**config.mk**
```make
export PLATFORM = sky130hd
export DESIGN_NAME = lii_out_arbiter
export DESIGN_NICKNAME = d
export VERILOG_FILES = /design/src/rtl/lii_out_arbiter.sv
export SDC_FILE = /design/constraint.sdc
export NUM_CORES = 1
export LEC_CHECK = 0
export ABC_AREA = 1
export CAP_MARGIN = 20
export CORE_AREA = 2 2 229 231
export CTS_CLUSTER_SIZE = 25
export DETAILED_ROUTE_END_ITERATION = 10
export DIE_AREA = 0 0 231 233
export PLACE_DENSITY = 0.45
export SLEW_MARGIN = 20
export SYNTH_ARGS = -nofsm -noshare
export SYNTH_HDL_FRONTEND = slang
export SYNTH_SLANG_ARGS = --single-unit
```
**constraint.sdc**
```tcl
create_clock -name aclk -period 5.5 [get_ports aclk]
set_input_delay 0.825 -clock aclk [delete_from_list [all_inputs] [get_ports aclk]]
set_output_delay 0.825 -clock aclk [all_outputs]
set_load 0.005 [all_outputs]
```
**src/rtl/lii_out_arbiter.sv**
```systemverilog
// lii_out_arbiter
//
// Shares one LII physical output channel among N kernel output streams.
// Streams are picked round-robin. Once a stream starts a packet, the grant
// stays on that stream until its tlast beat, so packets never interleave on
// the output. Every beat is tagged with a per-stream source id
// (SRC_BASE + index) and with the destination id the kernel presents with
// that beat. The output is a single registered stage (obuf). The kernel
// clock enable follows the obuf's ability to take a beat, so the kernels
// stall cleanly under phy backpressure.
//
// Ports:
//   aclk, arst      clock, asynchronous active-high reset
//   s_tdata         N x DW kernel data, stream i at [i*DW +: DW]
//   s_tvalid        per-stream valid
//   s_tready        per-stream ready (only the granted stream can be ready)
//   s_tlast         per-stream end of packet
//   s_dst           N x 8 destination ids, stream i at [i*8 +: 8]
//   lii_out_tdata   granted data, zero-extended to PW
//   lii_out_tvalid  output valid (registered)
//   lii_out_tready  phy ready
//   lii_out_tlast   last beat of the packet
//   lii_out_src     SRC_BASE + granted index (mod 256)
//   lii_out_dst     destination id captured with the beat
//   ce              kernel clock enable
//   pkt_count       packets fully accepted into the output register (wraps)
module lii_out_arbiter #(
    parameter int N        = 4,
    parameter int DW       = 64,
    parameter int PW       = 256,
    parameter int SRC_BASE = 0
) (
    input  logic            aclk,
    input  logic            arst,
    input  logic [N*DW-1:0] s_tdata,
    input  logic [N-1:0]    s_tvalid,
    output logic [N-1:0]    s_tready,
    input  logic [N-1:0]    s_tlast,
    input  logic [N*8-1:0]  s_dst,
    output logic [PW-1:0]   lii_out_tdata,
    output logic            lii_out_tvalid,
    input  logic            lii_out_tready,
    output logic            lii_out_tlast,
    output logic [7:0]      lii_out_src,
    output logic [7:0]      lii_out_dst,
    output logic            ce,
    output logic [15:0]     pkt_count
);

    localparam int IW = (N > 1) ? $clog2(N) : 1;

    typedef enum logic {
        ST_IDLE,
        ST_LOCKED
    } state_t;

    state_t        state;
    logic [IW-1:0] last_grant;
    logic [IW-1:0] lock_idx;

    logic [IW-1:0] grant;
    logic [IW-1:0] cand;
    logic          grant_valid;
    logic          can_load;
    logic          xfer;

    logic [DW-1:0] sel_data;
    logic [PW-1:0] sel_data_ext;
    logic          sel_last;
    logic [7:0]    sel_dst;
    logic [7:0]    sel_src;

    // The obuf can take a new beat when it is empty or being drained this
    // cycle; the kernels run exactly when that holds.
    assign can_load = !lii_out_tvalid || lii_out_tready;
    assign ce       = can_load;

    // Grant selection. While locked the owner keeps the grant even through
    // valid gaps, which is what keeps packets from interleaving. In IDLE the
    // search starts just after the last stream that finished a packet.
    always_comb begin
        grant       = '0;
        cand        = '0;
        grant_valid = 1'b0;
        if (state == ST_LOCKED) begin
            grant       = lock_idx;
            grant_valid = 1'b1;
        end else begin
            for (int k = 1; k <= N; k++) begin
                cand = IW'((int'(last_grant) + k) % N);
                if (!grant_valid && s_tvalid[cand]) begin
                    grant       = cand;
                    grant_valid = 1'b1;
                end
            end
        end
    end

    // Ready goes only to the granted stream and never depends on that
    // stream's own valid once locked. It is forced low during reset so a
    // kernel cannot believe a beat was taken while the arbiter is held.
    always_comb begin
        s_tready = '0;
        if (grant_valid && !arst) begin
            s_tready[grant] = can_load;
        end
    end

    // Mux out the granted stream's beat and its tags.
    always_comb begin
        sel_data               = s_tdata[int'(grant)*DW +: DW];
        sel_last               = s_tlast[grant];
        sel_dst                = s_dst[int'(grant)*8 +: 8];
        sel_src                = 8'(SRC_BASE + int'(grant));
        sel_data_ext           = '0;
        sel_data_ext[DW-1:0]   = sel_data;
    end

    assign xfer = grant_valid && s_tvalid[grant] && can_load;

    // Output register and packet-lock FSM. Both only move on a transfer,
    // except that an idle drain clears tvalid while leaving the last beat's
    // contents in place.
    always_ff @(posedge aclk or posedge arst) begin
        if (arst) begin
            lii_out_tvalid <= 1'b0;
            lii_out_tdata  <= '0;
            lii_out_tlast  <= 1'b0;
            lii_out_src    <= '0;
            lii_out_dst    <= '0;
            state          <= ST_IDLE;
            last_grant     <= IW'(N - 1);
            lock_idx       <= '0;
            pkt_count      <= '0;
        end else begin
            if (can_load) begin
                if (xfer) begin
                    lii_out_tvalid <= 1'b1;
                    lii_out_tdata  <= sel_data_ext;
                    lii_out_tlast  <= sel_last;
                    lii_out_src    <= sel_src;
                    lii_out_dst    <= sel_dst;
                end else begin
                    lii_out_tvalid <= 1'b0;
                end
            end

            if (xfer) begin
                if (sel_last) begin
                    state      <= ST_IDLE;
                    last_grant <= grant;
                    pkt_count  <= pkt_count + 16'd1;
                end else begin
                    state    <= ST_LOCKED;
                    lock_idx <= grant;
                end
            end
        end
    end

endmodule

```
* Yosys cells after proc, flatten, opt, wreduce, memory -nomap -nowiden *
Index checks and enable logic that the tools add are counted.

storage, ports and cells
  register bits = 97
  output and inout bits = 295

cells by class
  $add $sub $neg = 5
  order comparisons = 6
  shift operators = 2
  muxes and demuxes = 30
  bitwise logic cells = 2
  reductions and logical operators = 16

operators by type and width
  cell                   count
  $shiftx 256x9->64      1
  $shiftx 32x6->8        1
  $mux 1                 17
  $add 16x1->16 const B  1
  $lt 2x3->1 const B     5
  $bmux 1 s2             6
  $mux 2                 5
  $logic_and 1x1->1      7
  $reduce_and 2->1       3
  $logic_not 1->1        5
  $add 2x1->2 const B    2
  $add 2x2->2 const B    2
  $and 4x4->4            1
  $mux 4                 1
  $demux 1 s2            1
  $ge 2x1->1 const B     1
  $logic_or 1x1->1       1
  $not 1->1              1

* Longest topological paths before layout *
  depth in word-level cells = 23
  mapped depth = 21
  mapped depth without buffers = 18

* Least setup slack after synthesis *
OpenSTA, ideal clock, no wires.

  path kind = input port to output port
  start = input arst
  end = output s_tready[0]
  arrival = 3,629 ps
  required time = 4,675 ps
  slack = 1,046 ps
  stages on the path = 3
  buffers on the path = 0
  cell sequence = inv_1 o211ai_1 nor3_1

on the way
  cells in the longest elaborated chain, start to end = 3

RTL lines
  element                           line  source
  from (decl)                       34    input logic arst,
  $logic_not 1->1 (no source line)  --
  $logic_and 1x1->1                 104   if (grant_valid && !arst) begin
  $mux 4                            104
  to (decl)                         37    output logic [N-1:0] s_tready,

Every way passes these cells.

* Final worst setup path *
  start = input s_tvalid[1]
  end = output s_tready[2]

on the way
  cells in the longest elaborated chain, start to end = 22
  elaborated cells between the ends (all ways) = 35
  those cells by class = order compare (2); mux (24); bitwise (1); reduce/logical (8)

RTL lines
  element                                                                line  source
  from (decl)                                                            36    input logic [N-1:0] s_tvalid,
  $bmux 1 s2                                                             91    if (!grant_valid && s_tvalid[cand]) begin
  $mux 1 (implied by the code)                                           91
  $mux 1                                                                 91
  $mux 1                                                                 85    if (state == ST_LOCKED) begin
  $logic_not 1->1                                                        91
  $logic_and 1x1->1                                                      91
  $mux 1                                                                 91
  $mux 1                                                                 85
  (+6 left out)                                                          --
  $mux 2                                                                 91
  $mux 2                                                                 85
  $lt 2x3->1 (implied by the code) / $ge 2x1->1 (equally long branches)  105   s_tready[grant] = can_load;
  $logic_and 1x1->1 (implied by the code)                                105
  $mux 1 (implied by the code)                                           105
  $demux 1 s2                                                            105
  $and 4x4->4 (no source line)                                           --
  $mux 4 (*)                                                             104

Every way passes the cells marked *; elsewhere a longest branch is shown, timed or not. The select of a mux whose other input is x is not followed.

==> flow_summary_export.csv <==
group,metric,value,unit
timing,finalWorstPathRequiredPeriod,4.30,ns
global_route,track_usage,0.127,
status,status,"finished clean",
timing,setup_violations,0,
timing,holdWs,0.478,ns
critical_path,critPathLaunchType,"input port",
synth,synth.distinct_cells,30,
floorplanning,start_util,0.164,
pwr,totalPowerFinal,7.62,mW
floorplanning,io_pins,594,
pwr,p_leak,5.41,nW
floorplanning,dieArea,53800,sq um
synth,synth_top_area_share,0.284,
synth,synth_area_leader_cell,"dfrtp_1",
cts,clock_latency,0.39,ns
critical_path,crit_start,"s_tvalid[1]",
critical_path,crit_arrival,3.48,ns
floorplanning,die_x,231,um
cts,cts_tree,"built",
critical_path,max_stage_delay,0.55,ns
placement,place_ws,1.09,ns
floorplanning,coreArea,51100,sq um
timing,fin_skew,0.0101,ns
synth,syn_avg_cell_area,7.01,sq um
synth,synth-async-reset-ratio,1.00,
cts,clk_pin_slew,0.07,ns
critical_path,path_buf_inv,3,
worst_hold_path,whs_path_depth,2,
synth,ys_seq_elements,97,
synth,synthTopCellsByCount,"381 x nand3_1, 250 x nand2_1, 200 x buf_4",
job,max_cap_viol_count,0,
critical_path,crit_slowest_cell,"clkdlybuf4s50_1",
cts,cts_setup_buffers,0,
layout,drive_above_1_share,0.0341,
global_route,antenna_found_initial,2,
timing,relSlewSlack,0.327,
cts,cts_hold_buf,0,
timing,tightestPinTransition,1.01,ns
timing,slew_viol_final,0,
route,wl_per_cell,16.2,um
timing,hold_viol_final,0,
critical_path,worstPathCellList,"clkdlybuf4s50_1, nand2_1, nand3_1, nand2_1, o21ai_0, nand2_1, nand2_1, nand2_1, nand2_8, inv_4, nor3_1, clkdlybuf4s50_1",
route,firstDrtPassIters,5,
timing,max_freq,0.232,GHz
layout,final_nets,1819,
cts,cts_buffers,9,
route,vias_per_cell,4.07,
global_route,gr-total-overflow,0,
route,drtIter0Drc,301,
critical_path,rr_worst_depth,18,
critical_path,reg2reg_from,"last_grant[0]",
critical_path,required,4.68,ns
synth,ys_warn_count,0,
global_route,grt_pass1_vias,8582,
synth,synth_most_common_cell,"nand3_1",
critical_path,crit_type,"input port to output port",
synth,synth.area.top_cells,"dfrtp_1 28%, nand3_1 23%, buf_4 18%, nand2_1 11%, nand4_1 7.0%",
timing,worst_slack,1.20,ns
pwr,internal-power,3.38,mW
worst_hold_path,min-delay-start,"lii_out_dst[6]",
floorplanning,rows,83,
placement,hpwl,26.7,mm
critical_path,path_common_cell,"nand2_1",
pwr,p_comb_frac,0.736,
pwr,p_per_area,615,nW/um^2
pwr,p_clk_frac,0.098,
global_route,grt_max_degree,112,
route,drc,0,
timing,setup_tns,0,ns
layout,synthToLayoutAreaGrowth,47.9,%
layout,area.sequential,2430,sq um
timing,rsz0062_at_grt,"no",
cts,ctsResizeCount,0,
pwr,swShare,0.557,
synth,ys_seq_area_frac,0.290,
layout,fill_cells,5696,
route,ant_nets,0,
cts,clk_path_buf_depth,2,
pwr,power.share.sequential,0.166,
critical_path,crit_family,"simple AND/OR/NAND/NOR gates",
synth,ys.flop_type,"dfrtp_1",
placement,io_buffers,395,
synth,synth_edf_count,0,
cts,cts.sinks,97,
timing,fin_crit_sh,0.783,
route,via_count,8972,
critical_path,reg2reg_slack,1.69,ns
critical_path,crit_fanout,104,
synth,syn_inst,1196,
cts,cts_max_level,3,
synth,synth_area,8380,sq um
critical_path,crit_path_end_kind,"output port",
global_route,grt_first_pass_wirelength,52.0,mm
worst_hold_path,holdPathEnd,"lii_out_dst[6]",
cts,cts_root_buf,"clkbuf_16",
pwr,p_sw,4.24,mW
worst_hold_path,hold_path.class,"register to register",
layout,multi_input_area,4610,sq um
route,wl,35.8,mm
placement,place_congestion,0.800,
pwr,peakVddDrop,0.000756,V
floorplanning,fp.dieH,233,um
critical_path,reg2reg_to,"pkt_count[5]",
cell type report:
class,count,area share
multi-input cells,978,0.372
clock inverters,5,0.00696
flip-flops and latches,97,0.196
repair buffers,409,0.328
diodes,2,0.000404
well taps,680,0.0686
clock buffers,11,0.0196
inverters,24,0.00807
cell families after synthesis:
logic type	count (synthesis)	synth area share
AOI/OAI and AO/OA	8	0.00687
xor gates and xnor gates	13	0.0136
adders and majority gates	1	0.00149
buffers and inverters	318	0.253
DFF	97	0.290
other	1	0.000447
and+or+nand+nor	758	0.435
worst min-delay path: cells and delay by family, from the launching register on:
family / cells / cell delay [ns]
DFF: 1 / 0.34
and+or+nand+nor: 2 / 0.11
state kept, by name, indices dropped and copies added, names as in the netlist:
register        count
lii_out_tdata      64
pkt_count          16
lii_out_dst         8
last_grant          2
lii_out_src         2
lock_idx            2
lii_out_tlast       1
lii_out_tvalid      1
state               1
cells in the final DEF, fill, tap and decap left out, types with 5 or more instances in the layout:
cell type        netlist  layout
nand2_1              250     249
xor2_1                 7       7
nand2_4                5       5
inv_1                 20      19
nand4_1               94      94
nor2_1                 8       8
nor3_1                11      11
nand3_1              381     381
clkbuf_16              0       9
clkdlybuf4s50_1        0     395
dfrtp_1               95      95
xnor2_1                6       6
buf_4                200      13
conb_1                 1     198
routing by layer:
layer	wire length [um]	vias up	track usage
li1	-	4341	-
met1	14400	4240	0.145
met5	0	-	0
met2	17900	377	0.224
met3	3180	14	0.0482
met4	353	0	0.0258
metrics by stage:
stage | cells | instance area [sq um] | utilization
after floorplan | 1393 | 9120 | -
after global placement | 2188 | 12100 | 0.236
after detailed placement | 2188 | 12100 | 0.236
after CTS | 2204 | 12400 | 0.243
after global routing | 2204 | 12400 | 0.243
final | 2206 | 12400 | 0.243
power groups by stage:
stage,combinational (mW),sequential [mW],clock (mW)
after floorplan,4.02,1.25,0
after global placement,5.68,1.27,0
after detailed placement,5.73,1.28,0
after CTS,5.74,1.27,0.802
after global routing,6.31,1.30,0.820
final,5.61,1.26,0.747
worst max-delay path by stage:
stage / cells after the start / slack [ns] / to
after global routing: 13 / 0.97 / s_tready[2]
after CTS: 12 / 1.20 / s_tready[2]
after floorplan: 3 / 1.05 / s_tready[0]
after global placement: 18 / 1.18 / pkt_count[2]
final: 12 / 1.20 / s_tready[2]
after detailed placement: 18 / 1.09 / pkt_count[5]
Note: power is estimated with default switching activity, not from simulation.
